==> config.mk <==
export PLATFORM = sky130hd
export DESIGN_NAME = fetch_queue
export DESIGN_NICKNAME = d
export VERILOG_FILES = /design/src/rtl/fetch_pkg.sv /design/src/rtl/fetch_queue_chk.sv /design/src/rtl/fq_storage.sv /design/src/rtl/fetch_queue.sv
export SDC_FILE = /design/constraint.sdc
export NUM_CORES = 2
export LEC_CHECK = 0
export ABC_CLOCK_PERIOD_IN_PS = 14400
export CORE_MARGIN = 3
export CORE_UTILIZATION = 65
export CTS_CLUSTER_SIZE = 25
export DETAILED_ROUTE_END_ITERATION = 7
export HOLD_SLACK_MARGIN = 0.15
export PLACE_DENSITY = 0.95
export SLEW_MARGIN = 20
export SYNTH_ARGS = -nofsm -noshare
export SYNTH_HDL_FRONTEND = slang
export SYNTH_SLANG_ARGS = --single-unit
==> constraint.sdc <==
create_clock -name clk -period 14.4 [get_ports clk]
set_clock_uncertainty 0.05 [all_clocks]
set_input_delay 2.88 -clock clk [delete_from_list [all_inputs] [get_ports clk]]
set_output_delay 2.88 -clock clk [all_outputs]
set_load 0.05 [all_outputs]
==> src/rtl/fetch_pkg.sv <==
// Shared definitions for the fetch queue: default widths and depth, the queue
// entry layout and the pointer-width helper.
package fetch_pkg;

  localparam int ADDR_W_DEF = 64;
  localparam int INSN_W_DEF = 32;
  localparam int DEPTH_DEF  = 8;

  typedef struct packed {
    logic [ADDR_W_DEF-1:0] pc;
    logic [INSN_W_DEF-1:0] instr;
  } fq_entry_t;

  function automatic int ptr_w(input int depth);
    return $clog2(depth);
  endfunction

endpackage

==> src/rtl/fetch_queue_chk.sv <==
// Protocol checker for the fetch queue input side: slot1 may never be fetched
// without slot0.
module fetch_queue_chk (
  input logic       clk,
  input logic       rst_n,
  input logic [1:0] in_valid
);

  ap_no_lone_slot1: assert property (@(posedge clk) disable iff (!rst_n)
                                     in_valid != 2'b10);

endmodule

==> src/rtl/fq_storage.sv <==
// Register-based entry storage with two write ports and two combinational read
// ports. Contents are deliberately not reset; validity is tracked by the owner.
module fq_storage
  import fetch_pkg::*;
#(
  parameter int DEPTH  = DEPTH_DEF,
  parameter int ADDR_W = ADDR_W_DEF,
  parameter int INSN_W = INSN_W_DEF
) (
  input  logic                      clk,
  input  logic                      we0,
  input  logic                      we1,
  input  logic [ptr_w(DEPTH)-1:0]   waddr0,
  input  logic [ptr_w(DEPTH)-1:0]   waddr1,
  input  logic [ADDR_W-1:0]         wpc0,
  input  logic [ADDR_W-1:0]         wpc1,
  input  logic [INSN_W-1:0]         winstr0,
  input  logic [INSN_W-1:0]         winstr1,
  input  logic [ptr_w(DEPTH)-1:0]   raddr0,
  input  logic [ptr_w(DEPTH)-1:0]   raddr1,
  output logic [ADDR_W-1:0]         rpc0,
  output logic [ADDR_W-1:0]         rpc1,
  output logic [INSN_W-1:0]         rinstr0,
  output logic [INSN_W-1:0]         rinstr1
);

  logic [ADDR_W-1:0] pc_mem_r    [DEPTH];
  logic [INSN_W-1:0] instr_mem_r [DEPTH];

  // Write ports; the two addresses are always distinct (tail and tail+1).
  always_ff @(posedge clk) begin
    if (we0) begin
      pc_mem_r[waddr0]    <= wpc0;
      instr_mem_r[waddr0] <= winstr0;
    end
    if (we1) begin
      pc_mem_r[waddr1]    <= wpc1;
      instr_mem_r[waddr1] <= winstr1;
    end
  end

  assign rpc0    = pc_mem_r[raddr0];
  assign rpc1    = pc_mem_r[raddr1];
  assign rinstr0 = instr_mem_r[raddr0];
  assign rinstr1 = instr_mem_r[raddr1];

endmodule

==> src/rtl/fetch_queue.sv <==
// Dual-issue instruction fetch queue: up to two pushes and two pops per cycle,
// flush redirect, program-order delivery of head and head+1 to decode.
module fetch_queue
  import fetch_pkg::*;
#(
  parameter int DEPTH  = DEPTH_DEF,
  parameter int ADDR_W = ADDR_W_DEF,
  parameter int INSN_W = INSN_W_DEF
) (
  input  logic                    clk,
  input  logic                    rst_n,
  input  logic [1:0]              in_valid,
  input  logic [ADDR_W-1:0]       in_pc,
  input  logic [INSN_W-1:0]       in_instr0,
  input  logic [INSN_W-1:0]       in_instr1,
  output logic                    in_ready,
  output logic [1:0]              out_valid,
  output logic [ADDR_W-1:0]       out_pc0,
  output logic [ADDR_W-1:0]       out_pc1,
  output logic [INSN_W-1:0]       out_instr0,
  output logic [INSN_W-1:0]       out_instr1,
  input  logic [1:0]              out_take,
  input  logic                    flush,
  output logic [ptr_w(DEPTH):0]   count
);

  localparam int PW = ptr_w(DEPTH);
  localparam int CW = PW + 1;
  localparam logic [CW-1:0] ZERO_C  = {CW{1'b0}};
  localparam logic [CW-1:0] ONE_C   = CW'(32'd1);
  localparam logic [CW-1:0] TWO_C   = CW'(32'd2);
  localparam logic [CW-1:0] DEPTH_C = CW'(DEPTH);
  localparam logic [PW-1:0] PTR_ONE = PW'(32'd1);

  logic [PW-1:0]     head_r, tail_r, head_nxt_s, tail_nxt_s, head_p1_s, tail_p1_s;
  logic [CW-1:0]     count_r, count_nxt_s, push_n_s, pop_n_s, take_req_s;
  logic              in_ready_r, in_ready_nxt_s;
  logic [1:0]        out_valid_r, out_valid_nxt_s;
  logic              we0_s, we1_s;
  logic [ADDR_W-1:0] rpc0_s, rpc1_s;
  logic [INSN_W-1:0] rinstr0_s, rinstr1_s;

  assign head_p1_s = head_r + PTR_ONE;
  assign tail_p1_s = tail_r + PTR_ONE;

  // Push/pop amounts, pointer and occupancy next state; flush overrides all.
  always_comb begin
    push_n_s        = ZERO_C;
    take_req_s      = ZERO_C;
    pop_n_s         = ZERO_C;
    head_nxt_s      = head_r;
    tail_nxt_s      = tail_r;
    count_nxt_s     = count_r;
    we0_s           = 1'b0;
    we1_s           = 1'b0;
    in_ready_nxt_s  = 1'b1;
    out_valid_nxt_s = 2'b00;

    if (in_ready_r) begin
      case (in_valid)
        2'b01:   push_n_s = ONE_C;
        2'b11:   push_n_s = TWO_C;
        default: push_n_s = ZERO_C;
      endcase
    end else begin
      push_n_s = ZERO_C;
    end

    // out_take of 3 is clamped to 2, then to the current occupancy
    case (out_take)
      2'b00:   take_req_s = ZERO_C;
      2'b01:   take_req_s = ONE_C;
      default: take_req_s = TWO_C;
    endcase
    pop_n_s = (take_req_s > count_r) ? count_r : take_req_s;

    if (flush) begin
      head_nxt_s  = {PW{1'b0}};
      tail_nxt_s  = {PW{1'b0}};
      count_nxt_s = ZERO_C;
      we0_s       = 1'b0;
      we1_s       = 1'b0;
    end else begin
      head_nxt_s  = head_r + pop_n_s[PW-1:0];
      tail_nxt_s  = tail_r + push_n_s[PW-1:0];
      count_nxt_s = count_r + push_n_s - pop_n_s;
      we0_s       = (push_n_s != ZERO_C);
      we1_s       = (push_n_s == TWO_C);
    end

    in_ready_nxt_s = ((DEPTH_C - count_nxt_s) >= TWO_C);
    if (count_nxt_s == ZERO_C) begin
      out_valid_nxt_s = 2'b00;
    end else if (count_nxt_s == ONE_C) begin
      out_valid_nxt_s = 2'b01;
    end else begin
      out_valid_nxt_s = 2'b11;
    end
  end

  // Pointer, occupancy and status registers.
  always_ff @(posedge clk or negedge rst_n) begin
    if (!rst_n) begin
      head_r      <= {PW{1'b0}};
      tail_r      <= {PW{1'b0}};
      count_r     <= ZERO_C;
      in_ready_r  <= 1'b1;
      out_valid_r <= 2'b00;
    end else begin
      head_r      <= head_nxt_s;
      tail_r      <= tail_nxt_s;
      count_r     <= count_nxt_s;
      in_ready_r  <= in_ready_nxt_s;
      out_valid_r <= out_valid_nxt_s;
    end
  end

  fq_storage #(
    .DEPTH  (DEPTH),
    .ADDR_W (ADDR_W),
    .INSN_W (INSN_W)
  ) u_storage (
    .clk     (clk),
    .we0     (we0_s),
    .we1     (we1_s),
    .waddr0  (tail_r),
    .waddr1  (tail_p1_s),
    .wpc0    (in_pc),
    .wpc1    (in_pc + ADDR_W'(32'd4)),
    .winstr0 (in_instr0),
    .winstr1 (in_instr1),
    .raddr0  (head_r),
    .raddr1  (head_p1_s),
    .rpc0    (rpc0_s),
    .rpc1    (rpc1_s),
    .rinstr0 (rinstr0_s),
    .rinstr1 (rinstr1_s)
  );

  fetch_queue_chk u_chk (
    .clk      (clk),
    .rst_n    (rst_n),
    .in_valid (in_valid)
  );

  assign in_ready   = in_ready_r;
  assign out_valid  = out_valid_r;
  assign count      = count_r;
  assign out_pc0    = out_valid_r[0] ? rpc0_s    : {ADDR_W{1'b0}};
  assign out_instr0 = out_valid_r[0] ? rinstr0_s : {INSN_W{1'b0}};
  assign out_pc1    = out_valid_r[1] ? rpc1_s    : {ADDR_W{1'b0}};
  assign out_instr1 = out_valid_r[1] ? rinstr1_s : {INSN_W{1'b0}};

endmodule

==> flow_summary_export.csv <==
group,metric,value,unit
floorplanning,row_count,99,
place,dp_slack,5990,ps
sta,hold_viol,0,
sta,setup-tns-final,0,ps
synth,synthMuxAreaShare,0.199,
synth,netlist_instances,4112,
floorplanning,design.core.area,73300,sq um
place,gp_congestion,0.909,
sta,grt_setup_unrepaired,"false",
sta,fin_crit,8890,ps
final_layout,final_util,0.741,
global_route,antenna_found_initial,26,
synth,synth_edf_count,768,
synth,ys_ff_latch,781,
synth,seq_area_frac_synth,0.484,
floorplanning,io_pins,334,
synth,ys_warn_count,0,
global_route,grt_pass1_vias,40500,
worst_setup_path,crit_path_start_kind,"register",
global_route,use_met2,0.640,
power_and_ir_drop,p_sw,0.00429,W
global_route,grt_pass1_wl,248000,um
clock_network,cts.clk_slew.worst_paths,60,ps
sta,final.setup.worst_slack,5510,ps
worst_setup_path,reg2reg_from,"in_ready",
floorplanning,die_h,279,um
global_route,grt-ovfl-total,0,
clock_network,ctsLongestPathBuffers,3,
global_route,grt_use_met1,0.505,
clock_network,cts_inserted_buffers,82,
routing,drt-pass1-iter-count,8,
global_route,grt.total_usage,0.429,
synth,syn_avg_cell_area,11.8,sq um
sta,max_freq,112,MHz
power_and_ir_drop,power.clock.fraction,0.214,
final_layout,layout-drive-gt1-share,0.152,
worst_setup_path,endpoint_kind,"primary output",
place,portBuffers,333,
synth,synth_top_area_cell,"edfxtp_1",
routing,drt-wirelength-per-cell,32.4,um
routing,route.antenna.remaining_nets,0,
synth,yosysUniqueCellTypes,54,
clock_network,cts_resized,0,
synth,synth_compound_area_frac,0.0177,
clock_network,worstSkewPairLatency,680,ps
worst_setup_path,cp-startpoint,"head_r[0]",
sta,setup_viol,0,
hold_path,hold_path.class,"reg2reg",
routing,vias_per_cell,7.56,
power_and_ir_drop,vdd_drop_max,0.206,mV
global_route,grt_max_degree,143,
synth,synthSimpleGateAreaFrac,0.164,
routing,num_vias,39500,
synth,synth-main-ff-cell,"edfxtp_1",
final_layout,area_growth,12.5,%
synth,synth_area_leaders,"edfxtp_1 (48%), mux4_2 (18%), nand2_1 (8.8%)",
worst_setup_path,critPathArrivalTime,5960,ps
power_and_ir_drop,comb_power_share,0.508,
place,place_area,51700,sq um
worst_setup_path,crit_fanout,69,
clock_network,cts_setup_buffers,0,
global_route,busiest_layer,"met2",
job,cap_violations,0,
power_and_ir_drop,p_int,0.00569,W
synth,syn_nets,4266,
sta,slew_viol_final,0,
place,hpwl,93300,um
floorplanning,die_x,279,um
floorplanning,start_util,0.659,
synth,synth_top_family_by_area,"multiplexers",
run_status,status,"complete, but fails checks",
routing,drt-initial-drc-count,8565,
power_and_ir_drop,p_leak,18.7,nW
worst_setup_path,crit_type,"reg2out",
global_route,grt_util_met3,0.175,
clock_network,cts_root_buf,"clkbuf_16",
power_and_ir_drop,switching_share,0.429,
clock_network,ctsHoldBuffers,0,
synth,yosys.area.top_type_share,0.477,
final_layout,fin_nets,4346,
final_layout,fin_area,54400,sq um
synth,synth_area,48300,sq um
sta,slew-limit-headroom,0.118,
sta,finalCritPeriodShare,0.618,
power_and_ir_drop,power_density,184,nW/um^2
clock_network,cts.htree.levels,3,
synth,synth-xor-area-share,0.0888,
sta,worst-slew-pin-transition,1320,ps
clock_network,cts_tree,"yes",
synth,synth_adder_area_share,0.00554,
run_status,violations,"DRC",
floorplanning,dieArea,77700,sq um
worst_setup_path,critPathRequiredTime,11470,ps
power_and_ir_drop,p_seq_frac,0.278,
synth,synthArstFlopShare,0.0166,
synth,yosysMostFrequentCell,"nand2_1",
routing,wl,169000,um
clock_network,cts.sinks,781,
hold_path,hp-start,"count[2]",
routing,drc,127,
synth,synth_common_cells,"nand2_1 (1127), edfxtp_1 (768), mux4_2 (384)",
power_and_ir_drop,finalPower,0.00998,W
==> critical path, stage by stage, from the launching register on <==
cell             delay, ps
dfrtp_4                830
buf_4                  880
buf_6                  720
buf_4                  830
mux4_2                 370
nand2_1                 60
a21boi_0               570
clkdlybuf4s50_1        930
==> state kept, by name (all words and copies together), names as in the netlist <==
name and cells:
count 4, in_ready 1, u_storage.instr_mem_r 256, tail_r 3, out_valid 2, u_storage.pc_mem_r 512, head_r 3
==> per-layer routing <==
layer | share of wire | up-vias
li1 | - | 14800
met1 | 0.28 | 18200
met2 | 0.44 | 4972
met3 | 0.18 | 1546
met4 | 0.096 | 18
met5 | 0.00067 | -
==> per-stage QoR <==
step	hold slack (ps)	instances
2_1_floorplan	562	4112
3_3_place_gp	701	5066
3_5_place_dp	687	5066
4_1_cts	712	5215
5_1_grt	772	5229
6_report	709	5234
==> cell usage in the layout (no fill, tap or decap), types with 15 or more instances in the layout <==
cell type	count
nor3_2	16
nor2b_1	101
nand4_1	44
nor4_1	52
mux2i_1	97
clkdlybuf4s50_1	333
buf_4	56
clkbuf_16	87
a21boi_0	95
diode_2	18
xor2_1	366
edfxtp_1	768
nand2_1	1123
nand3_1	34
nor3_1	60
clkinv_1	22
mux4_2	384
xnor2_1	122
inv_1	15
nor2_1	287
==> logic make-up after synthesis <==
logic type,Yosys count
simple gates,1809
flops,781
xor+xnor,490
mux,481
buf+inv,413
compound gates,119
fa+ha+maj,19
==> power by group through the flow <==
stage               clock network (W)  registers [W]  logic [W]
detailed placement                  0        0.00281    0.00487
CTS                           0.00209        0.00277    0.00494
global route                  0.00219        0.00279    0.00521
global placement                    0        0.00280    0.00477
finish                        0.00213        0.00277    0.00507
floorplan                           0        0.00273    0.00347
==> path summary, 6_finish.rpt <==
path	to	slack [ps]	depth (start not counted)
hold / removal	head_r[2]	710	4
hold reg to reg	head_r[2]	710	4
max in group asynchronous	out_valid[1]	11310	1
setup / recovery	out_pc1[50]	5510	7
min in group asynchronous	count[3]	2530	1
setup reg to reg	u_storage.pc_mem_r[3][34]	9030	6
==> cell type report <==
cell class,count,area (sq um)
tap,959,1200
fill,3894,19000
antenna,18,45.0
inverter,16,60.1
multi-input combinational,2918,23200
clock buffer,103,2260
sequential,781,23400
timing repair buffer,393,3820
clock inverter,46,343
No activity file was read; power rests on OpenSTA's default activity.
